[config.mk]
export PLATFORM = sky130hd
export DESIGN_NAME = xosera_host_bus
export DESIGN_NICKNAME = d
export VERILOG_FILES = /design/src/rtl/xosera_host_bus.sv
export SDC_FILE = /design/constraint.sdc
export NUM_CORES = 1
export LEC_CHECK = 0
export ABC_AREA = 1
export ABC_CLOCK_PERIOD_IN_PS = 3200
export CAP_MARGIN = 40
export CORE_ASPECT_RATIO = 1.4
export CORE_UTILIZATION = 51
export CTS_CLUSTER_SIZE = 8
export DETAILED_ROUTE_END_ITERATION = 7
export PLACE_DENSITY = 0.84
export SLEW_MARGIN = 10
export SYNTH_ARGS = -nofsm -noshare
export SYNTH_HDL_FRONTEND = slang
export SYNTH_SLANG_ARGS = --single-unit
[constraint.sdc]
create_clock -name clk -period 3.2 [get_ports clk]
set_input_delay 0.96 -clock clk [delete_from_list [all_inputs] [get_ports clk]]
set_output_delay 0.96 -clock clk [all_outputs]
set_load 0.05 [all_outputs]
[src/rtl/xosera_host_bus.sv]
// xosera_host_bus: sequences 16-bit register commands as two 8-bit strobed bus cycles.
// Also provides a synchronized, sticky interrupt flag.
module xosera_host_bus #(
  parameter int SETUP_CYC  = 1,
  parameter int STROBE_CYC = 4,
  parameter int HOLD_CYC   = 2
) (
  input  logic        clk,
  input  logic        reset_i,
  input  logic        cmd_valid_i,
  output logic        cmd_ready_o,
  input  logic        cmd_rd_nwr_i,
  input  logic [3:0]  cmd_reg_num_i,
  input  logic [15:0] cmd_wdata_i,
  output logic        rsp_valid_o,
  output logic [15:0] rsp_rdata_o,
  output logic        busy_o,
  output logic        bus_cs_n_o,
  output logic        bus_rd_nwr_o,
  output logic [3:0]  bus_reg_num_o,
  output logic        bus_bytesel_o,
  output logic [7:0]  bus_data_o,
  output logic        bus_data_oe_o,
  input  logic [7:0]  bus_data_i,
  input  logic        bus_intr_i,
  input  logic        intr_clear_i,
  output logic        intr_pending_o
);
  typedef enum logic [2:0] {IDLE, SETUP, STROBE, HOLD, DONE} state_t;
  localparam logic [3:0] S_L = 4'(SETUP_CYC - 1);
  localparam logic [3:0] P_L = 4'(STROBE_CYC - 1);
  localparam logic [3:0] H_L = 4'(HOLD_CYC - 1);
  state_t state, nxt;
  logic idx, nidx, last, accept, load, src_rd, sync_d;
  logic [3:0] cnt, ncnt;
  logic [15:0] wdata, rd_buf, src_w;
  logic [1:0] sync;
  assign last = cnt == 4'd0;
  assign cmd_ready_o = state == IDLE;
  assign busy_o = state != IDLE;
  assign accept = cmd_valid_i && cmd_ready_o;
  assign load = nxt == SETUP && state != SETUP;
  // on the accept cycle the command is still only on the inputs
  assign src_rd = cmd_ready_o ? cmd_rd_nwr_i : bus_rd_nwr_o;
  assign src_w = cmd_ready_o ? cmd_wdata_i : wdata;
  always_comb begin
    nxt = state;
    nidx = idx;
    ncnt = last ? cnt : cnt - 4'd1;
    case (state)
      IDLE:   if (cmd_valid_i) begin nxt = SETUP; nidx = 1'b0; ncnt = S_L; end
      SETUP:  if (last) begin nxt = STROBE; ncnt = P_L; end
      STROBE: if (last) begin nxt = HOLD; ncnt = H_L; end
      HOLD:   if (last) begin nxt = idx ? DONE : SETUP; nidx = 1'b1; ncnt = S_L; end
      default: nxt = IDLE;
    endcase
  end
  always_ff @(posedge clk or posedge reset_i) begin
    if (reset_i) begin
      state <= IDLE;
      idx <= 1'b0;
      cnt <= 4'd0;
      wdata <= 16'd0;
      rd_buf <= 16'd0;
      bus_cs_n_o <= 1'b1;
      bus_rd_nwr_o <= 1'b1;
      bus_reg_num_o <= 4'd0;
      bus_bytesel_o <= 1'b0;
      bus_data_o <= 8'd0;
      bus_data_oe_o <= 1'b0;
      rsp_valid_o <= 1'b0;
      rsp_rdata_o <= 16'd0;
      sync <= 2'b00;
      sync_d <= 1'b0;
      intr_pending_o <= 1'b0;
    end else begin
      state <= nxt;
      idx <= nidx;
      cnt <= ncnt;
      bus_cs_n_o <= nxt != STROBE;
      rsp_valid_o <= nxt == DONE;
      if (accept) begin
        wdata <= cmd_wdata_i;
        bus_rd_nwr_o <= cmd_rd_nwr_i;
        bus_reg_num_o <= cmd_reg_num_i;
      end
      if (load) begin
        bus_bytesel_o <= nidx;
        bus_data_o <= src_rd ? 8'h00 : (nidx ? src_w[7:0] : src_w[15:8]);
        bus_data_oe_o <= !src_rd;
      end
      if (nxt == DONE) bus_data_oe_o <= 1'b0;
      if (state == STROBE && last && bus_rd_nwr_o) begin
        if (idx) rd_buf[7:0] <= bus_data_i;
        else rd_buf[15:8] <= bus_data_i;
      end
      if (nxt == DONE && bus_rd_nwr_o) rsp_rdata_o <= rd_buf;
      sync <= {sync[0], bus_intr_i};
      sync_d <= sync[1];
      intr_pending_o <= (sync[1] && !sync_d) || (intr_pending_o && !intr_clear_i);
    end
  end
endmodule

## Yosys cells after proc, flatten, opt, wreduce, memory -nomap -nowiden

Index checks and enable logic that the tools add are counted.

| operators by class | value |
|---|---|
| bitwise logic cells | 1 |
| mux-type cells | 21 |
| equality and inequality tests | 7 |
| reduce and logical (&&, ||, !) cells | 17 |
| add/subtract/negate cells | 1 |

Operators by type and width:

| cell | number |
|---|---|
| two-way mux 4 bit | 5 |
| two-way mux 16 bit | 1 |
| two-way mux 8 bit | 2 |
| one-hot mux 4 bit (4 select lines) | 1 |
| two-way mux 3 bit | 5 |
| one-hot mux 3 bit (4 select lines) | 1 |
| logical AND 1 bit | 7 |
| equality test 3 x 1 -> 1 bit (second input constant) | 2 |
| equality test 3 x 2 -> 1 bit (second input constant) | 2 |
| two-way mux 1 bit | 5 |
| logical NOT 4 bit | 1 |
| AND reduction 2 bit | 2 |
| subtractor 4 x 1 -> 4 bit (second input constant) | 1 |
| equality test 3 bit (second input constant) | 1 |
| logical NOT 1 bit | 3 |
| logical NOT 3 bit | 1 |
| != test 3 x 1 -> 1 bit (second input constant) | 1 |
| != test 3 x 2 -> 1 bit (second input constant) | 1 |
| nonzero test 3 bit | 1 |
| one-hot mux 1 bit (2 select lines) | 1 |
| nonzero test 2 bit | 1 |
| logical OR 1 bit | 1 |
| NOT 1 bit | 1 |

| word-level totals | value |
|---|---|
| register bits | 77 |
| logic and storage cells | 64 |
| output and inout bits | 36 |

## Depth between registers and ports, before layout

| logic depth | value |
|---|---|
| depth after elaboration | 7 |
| mapped depth | 11 |
| depth with buffers taken out | 11 |

## Worst setup path before layout

OpenSTA, ideal clock, no wires.

| timing | value |
|---|---|
| path kind | register to output |
| start point | register state[2] |
| end point | output cmd_ready_o |
| cell stages (with the launch flop) | 4 |
| buffers on the path | 0 |
| arrival time | 0.997 ns |
| setup slack | 1.243 ns |
| path through | dfrtp_1 -> nor2_4 -> nand2_4 -> inv_2 |

| on the way | value |
|---|---|
| longest elaborated chain between the ends | 1 |

RTL lines:

| item | RTL line | text |
|---|---|---|
| start: declaration | 33 | `state_t state, nxt;` |
| start signal: assignment | 77 | `state <= nxt;` |
| logical NOT 3 bit | 39 | `assign cmd_ready_o = state == IDLE;` |
| end: declaration | 11 | `output logic cmd_ready_o,` |

No other way between the ends.

## Worst setup path after layout

| timing | value |
|---|---|
| start point | register state[2] |
| end point | output busy_o |

| on the way | value |
|---|---|
| longest elaborated chain between the ends | 1 |

RTL lines:

| item | RTL line | text |
|---|---|---|
| nonzero test 3 bit | 40 | `assign busy_o = state != IDLE;` |
| end: declaration | 17 | `output logic busy_o,` |

No other way between the ends.

==> results.tsv <==
metric	value	unit
r2r_setup_slack	1.11	ns
power	4.69	mW
area_delta_synth_final	28.8	%
worstSkewPairLatency	0.35	ns
skew	0.00742	ns
clock-root-buffer	clkbuf_8	
fin_crit	2.84	ns
routed_wl	7500	um
rows	35	
clkSinkCount	77	
fin_tns_setup	0	ns
hold_buffers	0	
power.density	1040	nW/um^2
antenna_found_initial	0	
cts_buffer_depth	2	
cp_max_fo	9	
synth-seq-cells	77	
r2r_end	bus_data_o[3]$_DFFE_PP0P_	
vdd_drop_max	561	uV
hold_path.class	flip-flop to flip-flop	
cts_made_buffers	9	
rr_worst_depth	10	
netlist_area	3520	um^2
holdCritStartpoint	sync[0]$_DFF_PP0_	
layout.nets	520	
maxSlewHeadroom	65.2	%
clk_pin_slew	0.08	ns
drtIter0Drc	260	
grt_max_degree	50	
die_x	72.2	um
drc	0	
hold_violations	0	
grt_pass1_vias	2687	
synth_cells	413	
status	complete, no violations	
vias	2890	
grt_pass1_wl	12200	um
syn_avg_cell_area	8.51	um^2
cp.arrival	1.88	ns
placed_cells	564	
whs_path_depth	0	
fmax	353	MHz
drt.antenna.violating_nets	0	
rr_startpoint	state[2]$_DFF_PP0_	
start_util	53.2	%
synth_seq_area_share	54.9	%
cts_resized	0	
rsz0062_at_grt	no	
drive_gt1_share	9.63	%
cts_setup_buffers	0	
gp_congestion	0.844	
viasPerCell	4.98	
h-tree-depth	3	
drv_slew	0	
antenna_cells	0	
setup_viol	0	
crit_path_end_kind	primary output	
cts_tree	yes	
synth_nets	450	
gr-total-overflow	0	
die-height	100	um
n_fill_cell	504	
fin_cells	580	
p_leak	2.33	nW
critPathKind	flip-flop to primary output	
period_share	88.6	%
fp.coreArea	6610	um^2
maxCapViolCount	0	
io_pins	70	
hpwl	5360	um
globalRouteTotalUtil	22.1	%
tightestPinTransition	0.520	ns
wire_per_inst	12.9	um
critPathRequiredTime	2.24	ns
dieArea	7230	um^2
hold_end	sync[1]$_DFF_PP0_	
start_kind	flip-flop	
first_pass_iters	4	
synth_warnings	0	
synth_cell_types	30	
io_buffers	69	
-- flip-flops by register name (all words and copies together), names as in the netlist --
register        count
bus_cs_n_o          1
bus_rd_nwr_o        1
wdata              16
sync_d              1
bus_reg_num_o       4
cnt                 4
bus_data_o          8
rsp_rdata_o        16
bus_bytesel_o       1
intr_pending_o      1
state               3
rd_buf             16
idx                 1
rsp_valid_o         1
sync                2
bus_data_oe_o       1
-- cell type report --
class                      instances  area [um^2]  area share [%]
timing repair buffer              73          743            16.4
inverter                          45          171            3.78
sequential                        77         1930            42.6
clock inverter                     5          106            2.35
clock buffer                      11          151            3.34
tap                               92          115            2.54
multi-input combinational        277         1310            29.0
-- synth_stat cells, drive strengths merged --
cell type	instances	area share, %
a21oi	3	0.53
buf	12	2.7
clkbuf	2	0.21
dfrtp	75	53
dfstp	2	1.5
ha	3	1.1
inv	45	4.9
nand2	168	19
nand3	40	6.5
nand4	1	0.18
nor2	14	2.8
nor3	2	0.28
o21ai	42	6.2
o221ai	1	0.25
o22ai	1	0.18
xnor2	1	0.25
xor2	1	0.25
-- report_power, final --
group          total (mW)  switching [mW]  internal (mW)  leakage (nW)
logic                2.20            1.47          0.721          1.25
registers            1.58           0.224           1.36         0.947
clock network       0.914           0.352          0.562         0.126
-- metrics by stage --
step                      setup WS (ns)  hold WS, ns  utilization [%]  instance area [um^2]
final                             0.364        0.355             68.5                  4530
after global routing              0.285        0.370             68.5                  4530
after CTS                         0.365        0.358             68.5                  4530
after detailed placement          0.642        0.340             64.6                  4270
after global placement            0.698        0.337             64.6                  4270
after floorplan                   0.277        0.331                -                  3520
-- layer usage --
layer	global-route usage, %	part of all wire, %
met5	0	0
met4	11.6	2.8
met3	3.41	4.9
met2	38.0	51
met1	26.3	41
-- worst max-delay path, stage by stage (launching register included) --
cell and delay, ns:
dfrtp_1 0.47, nor2_4 0.28, nand2_4 0.06, clkdlybuf4s50_1 0.71
-- kinds of logic (layout without fill, tap and decap cells) --
group / after synthesis / count (layout) / synth area share [%]
flip-flops: 77 / 77 / 54.9
AO/OA/AOI/OAI: 47 / 47 / 7.15
buffers and inverters: 59 / 134 / 7.79
XOR/XNOR: 2 / 2 / 0.498
adder cells (fa/ha/maj): 3 / 3 / 1.07
AND/OR/NAND/NOR: 225 / 225 / 28.6
-- how the worst max path moves through the flow --
stage	startpoint	cells past startpoint	slack [ns]	to
after floorplan	reset_i	1	0.28	bus_bytesel_o$_DFFE_PP0P_
after global placement	cmd_valid_i	9	0.70	bus_data_o[7]$_DFFE_PP0P_
after detailed placement	cmd_valid_i	9	0.64	bus_data_o[3]$_DFFE_PP0P_
after CTS	state[2]$_DFF_PP0_	3	0.36	busy_o
after global routing	state[2]$_DFF_PP0_	3	0.29	busy_o
final	state[2]$_DFF_PP0_	3	0.36	busy_o
-- cells in the final DEF (no fill, tap or decap), types with 4 or more instances in the layout --
| cell | count |
|---|---|
| dfrtp_1 | 75 |
| o21ai_0 | 6 |
| nor2_1 | 9 |
| o21ai_1 | 34 |
| nand2_1 | 161 |
| nand2_2 | 4 |
| inv_2 | 4 |
| clkbuf_8 | 11 |
| nand3_1 | 36 |
| nor2_4 | 4 |
| inv_1 | 40 |
| clkdlybuf4s50_1 | 68 |
(Power assumes the default switching activity.)
